<file path="src/rtl/fsm_input_conditioner.sv">
// Input conditioner: per-channel pad synchroniser, stable-count debouncer and rise/fall pulse generator.
// Optional saturating glitch counter is built only when FSM_IN_GLITCH_CNT_EN is defined.
module fsm_input_conditioner #(
  parameter int unsigned N_CH            = 3,
  parameter int unsigned SYNC_STAGES     = 2,
  parameter int unsigned DEBOUNCE_CYCLES = 16
) (
  input  logic            clk,
  input  logic            reset,
  input  logic [N_CH-1:0] raw_in,
  output logic [N_CH-1:0] level_out,
  output logic [N_CH-1:0] rise_pulse,
  output logic [N_CH-1:0] fall_pulse,
  output logic [7:0]      glitch_cnt
);

  localparam int unsigned CNT_W = (DEBOUNCE_CYCLES <= 2) ? 1 : $clog2(DEBOUNCE_CYCLES);
  localparam logic [CNT_W-1:0] CNT_LAST = CNT_W'(DEBOUNCE_CYCLES - 1);

  logic [N_CH-1:0]  r_sync [SYNC_STAGES];
  logic [N_CH-1:0]  r_stable;
  logic [N_CH-1:0]  r_rise;
  logic [N_CH-1:0]  r_fall;
  logic [CNT_W-1:0] r_cnt  [N_CH];

  logic [N_CH-1:0]  w_s;
  logic [N_CH-1:0]  w_stable_nxt;
  logic [N_CH-1:0]  w_rise_nxt;
  logic [N_CH-1:0]  w_fall_nxt;
  logic [CNT_W-1:0] w_cnt_nxt [N_CH];

  // Resynchronise the asynchronous pad inputs
  always_ff @(posedge clk) begin
    if (reset) begin
      for (int unsigned k = 0; k < SYNC_STAGES; k++) begin
        r_sync[k] <= '0;
      end
    end else begin
      r_sync[0] <= raw_in;
      for (int unsigned k = 1; k < SYNC_STAGES; k++) begin
        r_sync[k] <= r_sync[k-1];
      end
    end
  end

  assign w_s = r_sync[SYNC_STAGES-1];

  // Debounce decision: any return to the stable value restarts the count
  always_comb begin
    w_stable_nxt = r_stable;
    w_rise_nxt   = '0;
    w_fall_nxt   = '0;
    for (int unsigned i = 0; i < N_CH; i++) begin
      w_cnt_nxt[i] = '0;
      if (w_s[i] != r_stable[i]) begin
        if (r_cnt[i] == CNT_LAST) begin
          w_stable_nxt[i] = w_s[i];
          w_rise_nxt[i]   = w_s[i];
          w_fall_nxt[i]   = ~w_s[i];
        end else begin
          w_cnt_nxt[i] = r_cnt[i] + CNT_W'(1);
        end
      end
    end
  end

  always_ff @(posedge clk) begin
    if (reset) begin
      r_stable <= '0;
      r_rise   <= '0;
      r_fall   <= '0;
      for (int unsigned i = 0; i < N_CH; i++) begin
        r_cnt[i] <= '0;
      end
    end else begin
      r_stable <= w_stable_nxt;
      r_rise   <= w_rise_nxt;
      r_fall   <= w_fall_nxt;
      for (int unsigned i = 0; i < N_CH; i++) begin
        r_cnt[i] <= w_cnt_nxt[i];
      end
    end
  end

  assign level_out  = r_stable;
  assign rise_pulse = r_rise;
  assign fall_pulse = r_fall;

`ifdef FSM_IN_GLITCH_CNT_EN
  logic       w_glitch_any;
  logic [7:0] r_glitch_cnt;

  // A bounce is a return to the stable value while a count was in progress
  always_comb begin
    w_glitch_any = 1'b0;
    for (int unsigned i = 0; i < N_CH; i++) begin
      if ((w_s[i] == r_stable[i]) && (r_cnt[i] != '0)) begin
        w_glitch_any = 1'b1;
      end
    end
  end

  always_ff @(posedge clk) begin
    if (reset) begin
      r_glitch_cnt <= 8'h00;
    end else if (w_glitch_any && (r_glitch_cnt != 8'hFF)) begin
      r_glitch_cnt <= r_glitch_cnt + 8'd1;
    end
  end

  assign glitch_cnt = r_glitch_cnt;
`else
  assign glitch_cnt = 8'h00;
`endif

endmodule

</file>
<file path="config.mk">
export PLATFORM = sky130hd
export DESIGN_NAME = fsm_input_conditioner
export DESIGN_NICKNAME = d
export VERILOG_FILES = /design/src/rtl/fsm_input_conditioner.sv
export SDC_FILE = /design/constraint.sdc
export NUM_CORES = 1
export LEC_CHECK = 0
export CORE_UTILIZATION = 45
export CTS_BUF_LIST = sky130_fd_sc_hd__clkbuf_8
export DETAILED_ROUTE_END_ITERATION = 12
export PLACE_DENSITY = 0.75
export SYNTH_ARGS = -nofsm -noshare
export SYNTH_HDL_FRONTEND = slang
export SYNTH_SLANG_ARGS = --single-unit
</file>
<file path="constraint.sdc">
create_clock -name clk -period 1.4 [get_ports clk]
set_clock_uncertainty 0.1 [all_clocks]
set_input_delay 0.21 -clock clk [delete_from_list [all_inputs] [get_ports clk]]
set_output_delay 0.21 -clock clk [all_outputs]
set_load 0.01 [all_outputs]
</file>
## Word level (Yosys, flattened, before mapping)

Memory sizes are Yosys's and may differ from the RTL's.
Cells that the tools add are included.

- Add/subtract/negate cells: 3
- Equal/unequal tests: 6
- Mux-type cells: 14
- Bitwise gates (word level): 14
- Reductions and logical operators: 6

Operator list:

| kind | count |
|---|---|
| $mux W4 | 9 |
| $add A4 B1 Y4 const B | 3 |
| $eq A4 B4 Y1 const B | 3 |
| $not A1 Y1 | 9 |
| $reduce_or A3 Y1 | 3 |
| $mux W3 | 2 |
| $reduce_and A2 Y1 | 3 |
| $or A1 B1 Y1 | 5 |
| $mux W1 | 3 |
| $ne A1 B1 Y1 | 3 |

- Register bits after elaboration: 9
- Bits in writable memories: 18
- Input port bits: 5
- Output and inout port bits: 17
- Word-level logic and storage cells: 54
- Memories kept: 2

Memories:

| memory | words | bits a word | rd ports | clocked after memory_dff | write ports | line | text |
|---|---|---|---|---|---|---|---|
| r_cnt | 3 | 4 | 3 | 0 | 3 | 24 | `logic [CNT_W-1:0] r_cnt [N_CH];` |
| r_sync | 2 | 3 | 2 | 0 | 2 | 20 | `logic [N_CH-1:0] r_sync [SYNC_STAGES];` |

## Logic depth before layout (Yosys ltp)

Gate-level depths: netlist of the first run.
An unclocked memory read counts as a cell.

- Word-level depth: 5
- Depth in mapped cells: 4
- Depth with buffers taken out: 4

## Worst setup path before layout of the first run

OpenSTA, ideal clock, no wires.

- Path type: reg2reg
- Start point: mem r_cnt[0][4] (netlist bit)
- End point: mem r_cnt[0][7] (netlist bit)
- Setup time: 64 ps
- Arrival: 1119 ps
- Required time: 1236 ps
- Setup slack: 117 ps
- Stages on the path, launching flop included: 5
- Buffers on the path: 0
- Period minus slack after synthesis: 1283 ps
- Cell sequence: dfxtp_1 > ha_1 > nand3_1 > or3b_1 > nor2_1

RTL lines:

| element | line |
|---|---|
| start, declared | 24 |

==> reports/metrics.cfg, run 1 <==
[floorplanning]
die_area_um2 = 2350
pin_count = 22
start_util_pct = 48.5
std_cell_rows = 16
die_h_um = 48.5
core_um2 = 2000
fp.dieW_um = 48.5

[timing]
hold_violations = 0
final.setup.tns_ns = 0
rsz0062_at_grt = no
fin_crit_sh_pct = 94.6
fin_crit_ns = 1.32
setup_viol = 0
max_freq_mhz = 755
slew_viol_final = 0

[placed_design]
place.gp.congestion = 0.729
port_buffers = 13
place_area_um2 = 1130
dp_hpwl_um = 942
placed_cells = 134

[pwr]
p_leak_nw = 0.554
p_per_area_nw_per_um2 = 1070
ir_worst_vdd_uv = 1080
power_mw = 1.24

[synth]
synth_seq_cells = 27
avgSynthCellArea_um2 = 10.6
ys_types = 16
syn_area_um2 = 971
seq_area_frac_synth_pct = 55.7
yosysWarnings = 0
syn_inst = 92

[finish]
num-fill-cells = 175
area_growth_pct = 20.0
finalNonFillerCells = 138
finish.utilization_pct = 58.2
antenna_cells = 0
layout-drive-gt1-share_pct = 9.01
layout.nets = 120
mostFrequentLayoutCells = 24 x dfxtp_1, 12 x nor2_1, 9 x dlygate4sd2_1
final_cell_area_um2 = 1160
final_common_cell = dfxtp_1

[detailed_routing]
drtAntennaViolNets = 0
post_drt_via_cell_ratio = 4.46
drtIter0Drc = 5
dr.pass1.iters = 4
wl_per_cell_um = 9.09
post-route-drc-count = 0
wirelength_um = 1250
route.vias.total = 615

[worst_setup_path]
rr_worst_depth = 4
path_max_fanout = 3
worstSetupPathType = flop to flop
worstSetupEndpointType = flop
r2r-start = r_cnt[0][4]
start_kind = flop
crit-reg2reg-capture = r_cnt[0][7]
cp_data_arrival_time_ns = 1.42
regToRegSetupSlack_ns = 0.08
cp.required_ns = 1.50

[grt]
antenna_found_initial = 0
grt_pass1_wl_um = 2280
grt_usage_pct = 12.7
grt_pass1_vias = 553
overflow = 0
grt_max_degree = 15

[clock_tree]
cts_max_level = 1
cts_buffer_depth = 2
cts-root-buf = clkbuf_8
ctsHoldBuffers = 0
cts_tree = yes
cts.clk_slew.worst_paths_ns = 0.08
clk-insertion-delay-late_ns = 0.26
clock_sinks = 27
numCtsBuffers = 3
cts_setup_buffers = 0

[min_path]
hold_class = flop to flop
min_from = r_sync[0][2]
min_to = r_sync[0][5]
hold_depth = 1

[outcome]
outcome = completed

[flow_run]
maxCapViolCount = 0

[worst max-delay path by stage]
stage	start	to	slack, ns
floorplan	r_cnt[0][4]	r_cnt[0][7]	0.12
global placement	reset	r_cnt[0][7]	0.04
detailed placement	reset	r_cnt[0][7]	-0.02
CTS	r_cnt[0][4]	r_cnt[0][7]	0.07
global route	r_cnt[0][4]	r_cnt[0][5]	0.001
finish	r_cnt[0][4]	r_cnt[0][7]	0.08
[critical path: stages (launching register included)]
cell and delay (ns):
dfxtp_1 0.33, ha_1 0.22, nand3_1 0.09, or3b_1 0.39
nor2_1 0.12
[per-stage QoR]
stage	hold slack [ns]	setup slack, ns
floorplan	0.182	0.117
global placement	0.316	0.0355
detailed placement	0.327	-0.0195
CTS	0.345	0.0676
global route	0.355	0.00138
finish	0.343	0.0759
[synth_stat cells]
cell	instances	share of area, %
nor3_1	1	0.51
mux2i_1	3	3.1
nand3_1	8	4.1
nor2_1	12	4.6
conb_1	1	0.39
inv_1	4	1.5
clkbuf_1	1	0.39
and3_1	2	1.3
dfxtp_1	27	56
ha_1	3	3.9
nor4b_1	6	5.4
nor2b_1	6	3.9
buf_4	8	6.2
xor2_1	7	6.3
xnor2_1	2	1.8
or3b_1	1	0.90
[layout make-up]
class / instances / area (um^2) / share of cell area (%)
flip-flops and latches: 27 / 544 / 46.7
multi-input cells: 59 / 378 / 32.4
repair buffers: 17 / 149 / 12.8
clock buffers: 3 / 41.3 / 3.54
well taps: 27 / 33.8 / 2.90
inverters: 4 / 15.0 / 1.29
clock inverters: 1 / 3.75 / 0.322
[repair_timing]
action                                  in CTS  in global routing
gates resized for setup                     12                  0
hold endpoints to repair                     0                  0
endpoints found under the setup margin       9                  0
[power breakdown]
| group | internal, mW | switching [mW] |
|---|---|---|
| clock | 0.196 | 0.211 |
| sequential | 0.778 | 0.00629 |
| combinational | 0.0243 | 0.0269 |
[metal layers]
| metal | part of all wire, % | wire [um] | track usage (%) | vias to the layer above |
|---|---|---|---|---|
| met2 | 43 | 538 | 18.5 | 18 |
| met4 | 0 | 0 | 2.94 | 0 |
| li1 | - | - | - | 323 |
| met3 | 5.1 | 64 | 5.66 | 0 |
| met1 | 52 | 651 | 17.3 | 274 |
| met5 | 0 | 0 | 0 | - |
[sequential cells by signal, summed over array words and instances, names as in the netlist]
| register | flops |
|---|---|
| r_sync | 6 |
| fall_pulse | 3 |
| level_out | 3 |
| r_cnt | 12 |
| rise_pulse | 3 |
[cells by family after synthesis]
kind of cell | count (synthesis) | share of synthesized area (%)
xor gates and xnor gates | 9 | 8.12
adders and majority gates | 3 | 3.87
buffers and inverters | 13 | 8.12
DFF | 27 | 55.7
muxes | 3 | 3.09
other | 1 | 0.386
and+or+nand+nor | 36 | 20.7
Power figures use the tool's default switching activity.
==> inputs of run 2 (changes only) <==
Settings changed: ABC_AREA set to 1, CORE_UTILIZATION 45 to 47, PLACE_DENSITY 0.75 to 0.76.
==> run 2 against run 1 <==
  * Maximum frequency grew 8.7%
  * Critical path type is now flop to output port
  * Largest power group unchanged
  * Sequential share of layout area shrank 3.0 points
  * Clock-buffer cell count is the same
==> reports/metrics.cfg, run 2 <==
[clock_tree]
cts.clk_slew.worst_paths_ns = 0.09  ; about the same
cts_buffer_depth = 2  ; unchanged
clk-insertion-delay-late_ns = 0.26  ; about the same
cts_max_level = 1  ; unchanged
clock_sinks = 27  ; unchanged
numCtsBuffers = 3  ; unchanged
cts-root-buf = clkbuf_8
cts_tree = yes

[worst_setup_path]
worstSetupPathType = flop to output port
path_max_fanout = 5  ; +2
rr_worst_depth = 4  ; unchanged
path_cells = dlygate4sd2_1
cp.required_ns = 1.09  ; -0.41 ns
r2r-start = r_cnt[0][8]
critPathTopFamily = flip-flops
start_kind = flop
max_stage_delay_ns = 0.38  ; about the same
critPathBufInv = 1  ; +1
cp_data_arrival_time_ns = 0.91  ; -0.51 ns
worst_path_max_delay_cell = dfxtp_2
crit-reg2reg-capture = r_cnt[0][9]
regToRegSetupSlack_ns = 0.24  ; +0.16 ns
worstSetupEndpointType = output port

[detailed_routing]
drtAntennaViolNets = 0  ; unchanged
drtIter0Drc = 13  ; +8
post_drt_via_cell_ratio = 4.43  ; -0.57%
wl_per_cell_um = 8.24  ; -9.3%
route.vias.total = 771  ; +25%
post-route-drc-count = 0  ; unchanged
wirelength_um = 1430  ; +14%
dr.pass1.iters = 4  ; unchanged

[min_path]
min_from = r_sync[0][0]
hold_class = flop to flop
hold_depth = 2  ; +1
min_to = r_sync[0][3]

[synth]
ys_types = 15  ; -1
synthTopCellsByCount = 27 x dfxtp_1, 27 x inv_1, 18 x nor2_1
yosysWarnings = 0  ; unchanged
yosysTopAreaCell = dfxtp_1
seq_area_frac_synth_pct = 50.5  ; -5.2 points
synth_seq_cells = 27  ; unchanged
syn_inst = 130  ; +41%
async_flop_share_pct = 0  ; unchanged
synth_edf_count = 0  ; unchanged
syn_area_um2 = 1070  ; +10%
netlist.area_leader.share_pct = 50.5  ; -5.2 points
avgSynthCellArea_um2 = 8.24  ; -22%
synth_flop_cell = dfxtp_1
synth.area.top_cells = dfxtp_1 50%, inv_1 9.5%, nand4_1 7.0%

[grt]
grt_usage_pct = 12.6  ; -0.15 points
grt_pass1_wl_um = 2380  ; +4.5%
grt_pass1_vias = 613  ; +11%
overflow = 0  ; unchanged
grt_max_degree = 16  ; +1
antenna_found_initial = 0  ; unchanged

[placed_design]
dp_slack_ns = 0.0831  ; +0.103 ns
place_area_um2 = 1200  ; +6.9%
port_buffers = 13  ; unchanged
dp_hpwl_um = 1110  ; +18%
place.gp.congestion = 0.741  ; +1.7%

[floorplanning]
die_area_um2 = 2470  ; +5.4%
pin_count = 22  ; unchanged
die_h_um = 49.7  ; +2.7%
core_um2 = 2040  ; +2.0%
std_cell_rows = 16  ; unchanged
start_util_pct = 52.5  ; +4.0 points
fp.dieW_um = 49.7  ; +2.7%

[finish]
largestRegisters = r_cnt x12, r_sync x6
final_common_cell = inv_1
layout-drive-gt1-share_pct = 8.84  ; -0.17 points
max_flop_register = r_cnt
final_cell_area_um2 = 1240  ; +6.7%
mostFrequentLayoutCells = 27 x inv_1, 25 x dfxtp_1, 18 x nor2_1
largest_register_ffs = 12  ; unchanged
area_growth_pct = 16.0
antenna_cells = 0  ; unchanged
layout.nets = 156  ; +30%

[timing]
holdWs_ns = 0.300  ; -0.0424 ns
rsz0062_at_grt = no
setup_viol = 0  ; unchanged
final.setup.tns_ns = 0  ; unchanged
hold_violations = 0  ; unchanged
slew_viol_final = 0  ; unchanged
worst_slack_ns = 0.182  ; +0.106 ns
fin_crit_ns = 1.22  ; -0.106 ns
fin_crit_sh_pct = 87.0  ; -7.6 points
max_freq_mhz = 821  ; +8.7%

[outcome]
outcome = completed

[flow_run]
maxCapViolCount = 0  ; unchanged

[pwr]
p_per_area_nw_per_um2 = 1010  ; -5.7%
ir_worst_vdd_uv = 672  ; -38%
p_leak_nw = 0.625  ; +13%

[run 2: changes by cell type after synthesis, moves of 7 or more]
| cell | change |
|---|---|
| xor2_1 | -7 |
| nand4_1 | +12 |
| inv_1 | +23 |
| nand2_1 | +16 |
[run 2: how the worst max path moves through the flow]
stage | startpoint | slack (ns) | cells after the start | end
after floorplan | r_cnt[0][8] | 0.34 | 4 | r_cnt[0][10]
after global placement | reset | 0.10 | 5 | r_cnt[0][0]
after detailed placement | reset | 0.08 | 4 | r_cnt[0][9]
after CTS | level_out[0] | 0.16 | 1 | level_out[0]
after global routing | level_out[0] | 0.13 | 1 | level_out[0]
final | level_out[0] | 0.18 | 1 | level_out[0]
[run 2: final cells by class]
class	instances	area, um^2
clock buffer	3	41.3
clock inverter	1	5.00
fill	177	800
inverter	28	105
multi-input combinational	73	380
sequential	27	543
tap	27	33.8
timing repair buffer	15	134
[run 2: power breakdown]
| group | internal (mW) | switching, mW | total (mW) |
|---|---|---|---|
| registers | 0.778 | 0.00754 | 0.785 |
| logic | 0.0195 | 0.0298 | 0.0494 |
| clock network | 0.198 | 0.216 | 0.414 |
[run 2: cell families after synthesis]
kind of cell    after synthesis  synth area share, %
xor+xnor                      3                 2.45
simple gates                 55                 24.5
buf+inv                      37                 16.5
flops                        27                 50.5
other cells                   1                0.350
fa+ha+maj                     3                 3.51
compound gates                4                 2.22
[run 2: per-layer routing]
layer / routed length, um / up-vias / global-route usage (%)
met5: 0 / - / 0
met4: 12 / 0 / 7.14
met3: 38 / 2 / 1.85
met2: 702 / 13 / 20.7
met1: 681 / 335 / 15.5
li1: - / 421 / -
[run 2: worst reg2reg max path: stages (launching register included)]
cell     delay [ns]
dfxtp_1        0.38
ha_1           0.22
nand3_1        0.13
nand3_1        0.17
nor2_1         0.06
[run 2: stage by stage]
step / total power [mW] / cells / util [%]
global placement: 0.851 / 170 / 59.0
floorplan: 0.853 / 137 / -
CTS: 1.27 / 174 / 60.8
detailed placement: 0.853 / 170 / 59.0
global route: 1.30 / 174 / 60.8
finish: 1.25 / 174 / 60.8
[run 2: what timing repair did]
| action | CTS | global route |
|---|---|---|
| setup buffers | 0 | 0 |
| hold buffers | 0 | 0 |
| gates resized for setup | 11 | 0 |
| setup endpoints to repair | 9 | 0 |
==> inputs of run 3 (changes only) <==
Settings changed: SLEW_MARGIN set to 0, TNS_END_PERCENT set to 10.
==> results of run 3 <==
The final DEF is identical to that of run 2; final timing and power are the same.
